File: config.mk
export PLATFORM = sky130hd
export DESIGN_NAME = pipe_ctrl
export DESIGN_NICKNAME = d
export VERILOG_FILES = /design/src/rtl/pipe_ctrl_pkg.sv /design/src/rtl/pipe_ctrl_sb_entry.sv /design/src/rtl/pipe_ctrl.sv
export SDC_FILE = /design/constraint.sdc
export NUM_CORES = 1
export LEC_CHECK = 0
export ABC_AREA = 1
export BUFFER_PORTS_ARGS = -buffer_cell sky130_fd_sc_hd__buf_4
export CORE_MARGIN = 5
export CORE_UTILIZATION = 46
export DETAILED_ROUTE_END_ITERATION = 10
export PLACE_DENSITY = 0.79
export SLEW_MARGIN = 20
export SYNTH_ARGS = -nofsm -noshare
export SYNTH_HDL_FRONTEND = slang
export SYNTH_SLANG_ARGS = --single-unit
File: constraint.sdc
create_clock -name clk -period 2.7 [get_ports clk]
set_clock_uncertainty 0.15 [all_clocks]
set_input_delay 0.54 -clock clk [delete_from_list [all_inputs] [get_ports clk]]
set_output_delay 0.54 -clock clk [all_outputs]
set_load 0.05 [all_outputs]
File: src/rtl/pipe_ctrl_pkg.sv
// Shared constants for the pipeline controller: stage indices, scoreboard entry layout, control modes.
// Scoreboard entry is {valid, wb_en, ld, rd_addr}; flag offsets are relative to the top of rd_addr.
package pipe_ctrl_pkg;

  localparam int unsigned STG_IFID   = 0;
  localparam int unsigned STG_IDEX   = 1;
  localparam int unsigned STG_EXWB   = 2;

  localparam int unsigned BUSY_W_DEF = 4;

  localparam int unsigned SB_FLAG_W    = 3;
  localparam int unsigned SB_LD_OFS    = 0;
  localparam int unsigned SB_WB_OFS    = 1;
  localparam int unsigned SB_VALID_OFS = 2;

  typedef enum logic [1:0] {
    MODE_RUN,
    MODE_HAZARD,
    MODE_BUSY,
    MODE_FLUSH
  } mode_e;

endpackage

File: src/rtl/pipe_ctrl_sb_entry.sv
// One pipeline-register slice of the valid/scoreboard shift chain.
// Flush and bubble both clear the entry; otherwise it holds unless enabled.
module pipe_sb_entry
  import pipe_ctrl_pkg::*;
#(
  parameter int unsigned ENT_W = 4 + SB_FLAG_W
) (
  input  logic             clk,
  input  logic             rst,
  input  logic             en,
  input  logic             bubble,
  input  logic             flush,
  input  logic [ENT_W-1:0] d,
  output logic [ENT_W-1:0] q
);

  always_ff @(posedge clk) begin
    if (!rst || flush) begin
      q <= '0;
    end else if (en) begin
      q <= bubble ? '0 : d;
    end
  end

endmodule

File: src/rtl/pipe_ctrl.sv
// Pipeline controller: stage valids/enables, RAW scoreboard, EX busy counter, branch flush/redirect.
// Define PIPE_CTRL_FWD_EN for a forwarding datapath (load-use interlock only).
module pipe_ctrl
  import pipe_ctrl_pkg::*;
#(
  parameter int unsigned STAGES     = 3,
  parameter int unsigned REG_ADDR_W = 4,
  parameter int unsigned ADDR_W     = 16,
  parameter int unsigned BUSY_W     = BUSY_W_DEF
) (
  input  logic                  clk,
  input  logic                  rst,
  input  logic                  fetch_valid_i,
  input  logic [REG_ADDR_W-1:0] id_rs_addr_i,
  input  logic [REG_ADDR_W-1:0] id_rd_addr_i,
  input  logic                  id_use_rs_i,
  input  logic                  id_use_rd_i,
  input  logic                  id_wb_en_i,
  input  logic                  id_ld_i,
  input  logic                  ex_start_i,
  input  logic [BUSY_W-1:0]     ex_cycles_i,
  input  logic                  branch_en_i,
  input  logic [ADDR_W-1:0]     branch_addr_i,
  output logic [STAGES-1:0]     stage_valid_o,
  output logic [STAGES-1:0]     stage_en_o,
  output logic                  stall_if_o,
  output logic                  hazard_o,
  output logic                  flush_o,
  output logic                  redirect_o,
  output logic [ADDR_W-1:0]     redirect_addr_o
);

  localparam int unsigned ENT_W  = REG_ADDR_W + SB_FLAG_W;
  localparam int unsigned V_BIT  = REG_ADDR_W + SB_VALID_OFS;
  localparam int unsigned WB_BIT = REG_ADDR_W + SB_WB_OFS;
  localparam int unsigned LD_BIT = REG_ADDR_W + SB_LD_OFS;

  logic [ENT_W-1:0]  sb_d [STAGES];
  logic [ENT_W-1:0]  sb_q [STAGES];
  logic [STAGES-1:0] valid;
  logic [STAGES-1:0] en;
  logic [STAGES-1:0] bubble;
  logic [STAGES-1:0] flush;
  logic [BUSY_W-1:0] cnt;
  logic              busy;
  logic              take;
  logic              raw;
  logic              load_cnt;
  mode_e             mode;

  assign busy     = (cnt != '0);
  assign take     = branch_en_i && valid[STG_IDEX] && !busy;
  assign load_cnt = !take && !busy && valid[STG_IDEX] && ex_start_i && (ex_cycles_i != '0);

  always_comb begin
    raw = 1'b0;
`ifdef PIPE_CTRL_FWD_EN
    if (valid[STG_IFID] && sb_q[STG_IDEX][V_BIT] && sb_q[STG_IDEX][LD_BIT] &&
        ((id_use_rs_i && (sb_q[STG_IDEX][REG_ADDR_W-1:0] == id_rs_addr_i)) ||
         (id_use_rd_i && (sb_q[STG_IDEX][REG_ADDR_W-1:0] == id_rd_addr_i)))) begin
      raw = 1'b1;
    end
`else
    // The WB stage writes through the register file, so it is excluded from the compare.
    for (int unsigned k = STG_IDEX; k <= STAGES - 2; k++) begin
      if (valid[STG_IFID] && sb_q[k][V_BIT] && sb_q[k][WB_BIT] &&
          ((id_use_rs_i && (sb_q[k][REG_ADDR_W-1:0] == id_rs_addr_i)) ||
           (id_use_rd_i && (sb_q[k][REG_ADDR_W-1:0] == id_rd_addr_i)))) begin
        raw = 1'b1;
      end
    end
`endif
  end

  always_comb begin
    mode   = MODE_RUN;
    en     = '1;
    bubble = '0;
    flush  = '0;
    if (take) begin
      mode = MODE_FLUSH;
    end else if (busy) begin
      mode = MODE_BUSY;
    end else if (raw) begin
      mode = MODE_HAZARD;
    end
    case (mode)
      MODE_FLUSH: begin
        flush[STG_IFID] = 1'b1;
        flush[STG_IDEX] = 1'b1;
      end
      MODE_BUSY: begin
        en[STG_IFID]     = 1'b0;
        en[STG_IDEX]     = 1'b0;
        bubble[STG_EXWB] = 1'b1;
      end
      MODE_HAZARD: begin
        en[STG_IFID]     = 1'b0;
        bubble[STG_IDEX] = 1'b1;
      end
      default: ;
    endcase
  end

  // Stage 0 only tracks validity; the ID decode fields enter the chain at stage 1.
  for (genvar k = 0; k < STAGES; k++) begin : g_stage
    if (k == STG_IFID) begin : g_ifid
      assign sb_d[k] = {fetch_valid_i, 2'b00, {REG_ADDR_W{1'b0}}};
    end else if (k == STG_IDEX) begin : g_idex
      assign sb_d[k] = {valid[STG_IFID], id_wb_en_i, id_ld_i, id_rd_addr_i};
    end else begin : g_tail
      assign sb_d[k] = sb_q[k-1];
    end

    pipe_sb_entry #(.ENT_W(ENT_W)) u_entry (
      .clk    (clk),
      .rst    (rst),
      .en     (en[k]),
      .bubble (bubble[k]),
      .flush  (flush[k]),
      .d      (sb_d[k]),
      .q      (sb_q[k])
    );

    assign valid[k] = sb_q[k][V_BIT];
  end

  always_ff @(posedge clk) begin
    if (!rst) begin
      cnt             <= '0;
      flush_o         <= 1'b0;
      redirect_o      <= 1'b0;
      redirect_addr_o <= '0;
    end else begin
      flush_o    <= take;
      redirect_o <= take;
      if (take) begin
        redirect_addr_o <= branch_addr_i;
      end
      if (busy) begin
        cnt <= cnt - 1'b1;
      end else if (load_cnt) begin
        cnt <= ex_cycles_i;
      end
    end
  end

  assign stage_valid_o = valid;
  assign stage_en_o    = rst ? en : '0;
  assign stall_if_o    = rst && ((mode == MODE_BUSY) || (mode == MODE_HAZARD));
  assign hazard_o      = rst && raw && !take;

endmodule

; ---- Yosys cells after proc, flatten, opt, wreduce, memory -nomap -nowiden
; Index checks and enable logic that the tools add are counted.
[totals]
reg_bits = 36
latchBits = 0
mem_bits_rw = 0
romBits = 0
input_bits = 37
out_inout_bits = 26
wordCells = 52
n_memories = 0
[classes]
add_sub_neg = 1
n_mul = 0
n_div = 0
order_cmp = 0
eq_ne = 5
shift = 0
n_mux = 13
n_bitwise = 1
reduce_logical = 26
[ops]
columns = op, count
row1 = logical AND 1 bit, 14
row2 = equality test 4 bit, 2
row3 = two-way mux 4 bit, 2
row4 = nonzero test 4 bit, 2
row5 = two-way mux 7 bit, 1
row6 = two-way mux 1 bit, 6
row7 = two-way mux 2 bit, 3
row8 = "equality test 2 bit, second input constant", 2
row9 = logical OR 1 bit, 4
row10 = OR reduction 2 bit, 2
row11 = "subtractor 4 x 1 -> 4 bit, second input constant", 1
row12 = zero test 1 bit, 3
row13 = two-way mux 3 bit, 1
row14 = "equality test 2 x 1 -> 1 bit, second input constant", 1
row15 = nonzero test 2 bit, 1
row16 = inverter 1 bit, 1

; ---- Logic depth before layout (Yosys ltp)
[depth]
ltp_word = 12
ltp_mapped = 12
ltp_nobuf = 12

; ---- Hierarchy
; A second synthesis with hierarchy kept.
[unflattened]
cells_unflattened = 266
area_unflattened_um2 = 1963.1
[modules_own_cells]
columns = mod, n_inst, cells_per_inst, area_per_inst_um2, seq_area_each_um2
row1 = pipe_ctrl, 1, 167, 1174.9, 420.4
row2 = pipe_sb_entry, 3, 33, 262.8, 140.1

; ---- Worst setup path before layout
; OpenSTA, ideal clock, no wires.
[synth_timing]
path_type = flip-flop to output port
start = register cnt[0]
end = output port stall_if_o
arrival_time_ns = 2.110
required_time_ns = 2.010
path_slack_ns = -0.100
stages_incl_launch_ff = 10
path_buffers = 1
path_cell_list = dfxtp_1 -> inv_1 -> ha_1 -> nand3_4 -> inv_2 -> nand2_4 -> buf_6 -> nand2_1 -> ha_1 -> nor2_1
[synth_between]
elab_chain_len = 7
word_cells_on_any_way = 9
cone_classes = 2 x eq/ne / 2 x mux / 5 x reduce/logical
[synth_lines]
columns = item, line_no
row1 = start: declaration, pipe_ctrl.sv:44  ; logic [BUSY_W-1:0] cnt;
row2 = start signal: assignment, pipe_ctrl.sv:141  ; cnt <= cnt - 1'b1;
row3 = start signal: assignment, pipe_ctrl.sv:143  ; cnt <= ex_cycles_i;
row4 = nonzero test 4 bit *, pipe_ctrl.sv:51  ; assign busy = (cnt != '0);
row5 = zero test 1 bit, pipe_ctrl.sv:52  ; assign take = branch_en_i && valid[STG_IDEX] && !busy;
row6 = logical AND 1 bit, pipe_ctrl.sv:52
row7 = two-way mux 2 bit *, pipe_ctrl.sv:80  ; if (take) begin
row8 = equality test 2 bit / equality test 2 x 1 -> 1 bit (equally long branches), pipe_ctrl.sv:150  ; assign stall_if_o = rst && ((mode == MODE_BUSY) || (mode == MODE_HAZARD));
row9 = logical OR 1 bit *, pipe_ctrl.sv:150
row10 = logical AND 1 bit *, pipe_ctrl.sv:150
row11 = end: declaration, pipe_ctrl.sv:26  ; output logic stall_if_o,
; Mark *: on every way between the ends. The rest lies on a longest branch, timed or not.

; ---- Worst setup path in the final report
; Ends and elaborated chain as after synthesis.

==> flow_summary_export.csv <==
group,metric,value,unit
clock_network,clk_path_buf_depth,2,
yosys,synth.net_count,237,
yosys,ys_types,20,
floorplan,initial_core_util,48.8,%
clock_network,cts_sinks,29,
routing,ant_nets,0,
timing,relSlewSlack,84.3,%
place,place.gp.congestion,0.775,
clock_network,cts_root_buf,"clkbuf_4",
clock_network,tritoncts,"yes",
timing,worst_pin_slew,236,ps
routing,viasPerCell,4.65,
yosys,synth_cells,198,
place,place_ws,204,ps
global_route,antenna_found_initial,0,
timing,timing.final.crit_share,94.9,%
timing,min_period,2560,ps
global_route,grt_max_degree,24,
routing,drt-initial-drc-count,57,
floorplan,die_w,64.6,µm
critical_path,cp_data_required_time,2010,ps
routing,firstDrtPassIters,4,
routing,wirelength,3170,µm
final_layout,nets,300,
place,hpwl,2450,µm
power,max-vdd-ir-drop,0.488,mV
final_layout,final_design_area_no_fill,1900,µm²
yosys,ys_seq_area_share,42.4,%
flow_run,cap_violations,0,
timing,hold_viol_final,0,
power,power.leakage,0.00102,µW
global_route,grt_pass1_vias,1255,
critical_path,start_kind,"register",
timing,max_freq,390,MHz
final_layout,synthToLayoutAreaGrowth,38.9,%
floorplan,row_count,19,
critical_path,path_max_fanout,19,
global_route,grt.total_usage,15.9,%
clock_network,cts_setup_buffers,0,
outcome,outcome,"finished, final reports clean",
place,placed_area,1830,µm²
floorplan,dieArea,4170,µm²
floorplan,die_h,64.6,µm
clock_network,clk_latency,320,ps
floorplan,core_area,2810,µm²
yosys,yosysTopAreaCell,"dfxtp_1",
critical_path,r2r_setup_slack,1000,ps
routing,wl_per_cell,10.8,µm
yosys,synth_area_leaders,"dfxtp_1 (42%), nand2_1 (18%), nand3_1 (7.3%), nor2_1 (6.3%), o21ai_0 (6.2%)",
yosys,avgSynthCellArea,6.92,µm²
routing,via_count,1362,
final_layout,drive_gt1_share,30.9,%
timing,rsz0062_at_grt,"yes",
critical_path,end_kind,"output port",
power,power_density,956,nW/µm²
timing,setup_violations,0,
yosys,ys_ff_latch,29,
yosys,synth_area,1370,µm²
yosys,yosys.area.top_type_share,42.4,%
clock_network,cts_buffers,5,
floorplan,io_pins,63,
timing,setup_ws,137,ps
critical_path,worstPathArrival,1870,ps
min_path,worst_hold_path_type,"primary input to register",
clock_network,cts.clk_slew.worst_paths,90,ps
final_layout,utilization,67.8,%
clock_network,ctsHtreeMaxLevel,2,
yosys,synth_warnings,0,
timing,maxSlewViolCount,0,
place,portBuffers,61,
critical_path,worstSetupPathType,"register to output port",
global_route,grt.overflow.total,0,
routing,drc,0,
global_route,grt_pass1_wl,5130,µm
final_layout,antennaDiodeCount,0,
[cell usage after synthesis]
library cell / count
nand2_1: 65
dfxtp_1: 29
nor2_1: 23
nand3_1: 20
inv_1: 18
o21ai_0: 17
a21oi_1: 4
buf_4: 3
buf_6: 3
inv_2: 3
ha_1: 2
xnor2_1: 2
xor2_1: 2
buf_2: 1
clkbuf_1: 1
clkinv_2: 1
nand2_4: 1
nand3_4: 1
nor2_4: 1
nor3_1: 1
[worst paths after layout]
| kind | cells past startpoint | startpoint | end |
|---|---|---|---|
| setup / recovery | 9 | cnt[0] | stall_if_o |
| hold / removal | 3 | branch_addr_i[9] | redirect_addr_o[9] |
| setup reg to reg | 9 | cnt[0] | g_stage[0].u_entry.q[6] |
| hold reg to reg | 2 | redirect_addr_o[8] | redirect_addr_o[8] |
[critical path, cell delays in order (launching register included)]
cell and delay, ps:
dfxtp_1 320, inv_1 70, ha_2 210, nand3_4 90, inv_4 150, nand3_1 90, nand2_1 110, ha_4 220
nor2_2 120, buf_6 170
[routing by layer]
metal  track usage [%]  wire, µm
met2              25.8      1440
met3              8.46       341
met5                 0         0
met4              7.12        50
met1              17.3      1340
[state kept, by name, indices dropped and copies added (netlist names)]
| name | flops |
|---|---|
| redirect_addr_o | 16 |
| g_stage.u_entry.q | 8 |
| redirect_o | 1 |
| cnt | 4 |
[power breakdown]
part | total [µW] | switching [µW] | internal (µW) | leakage (µW)
Combinational | 987 | 623 | 364 | 0.000755
Clock | 242 | 143 | 98.9 | 0.0000320
Sequential | 591 | 67.3 | 523 | 0.000236
[per-stage QoR]
step	power (µW)	setup TNS [ps]	hold WS [ps]	instances
2_1_floorplan	1330	0	324	198
3_3_place_gp	1530	0	308	285
3_5_place_dp	1540	0	310	285
4_1_cts	1790	0	241	293
5_1_grt	1990	-2.06	233	293
6_report	1820	0	247	293
[cell usage in the layout, fill, tap and decap left out, types with 2 or more instances in the layout]
master and instances:
inv_2 2, nand2_1 65, clkbuf_4 5, buf_6 2, clkinv_2 3, xor2_1 2, nand3_1 20, a21oi_1 4
dfxtp_1 29, nor2_1 22, inv_1 18, o21ai_0 17, xnor2_1 2, buf_4 62
[layout make-up]
class,count,area [µm²]
Tap cell,31,38.8
Inverter,22,86.3
Fill cell,249,902
Clock inverter,2,10.0
Multi-Input combinational cell,139,658
Clock buffer,6,41.3
Sequential cell,29,581
Timing Repair Buffer,64,488
[logic make-up after synthesis]
kind of cell | after synthesis | share of synthesized area (%)
adder cells (fa/ha/maj) | 2 | 1.83
XOR/XNOR | 4 | 2.56
buffers and inverters | 30 | 10.9
AO/OA/AOI/OAI | 21 | 7.67
AND/OR/NAND/NOR | 112 | 34.7
flip-flops | 29 | 42.4
[repair_timing]
action,in CTS,in global routing
gates resized for setup,1,4
hold buffers,0,0
setup endpoints to repair,2,2
Note: power is estimated with default switching activity, not from simulation.
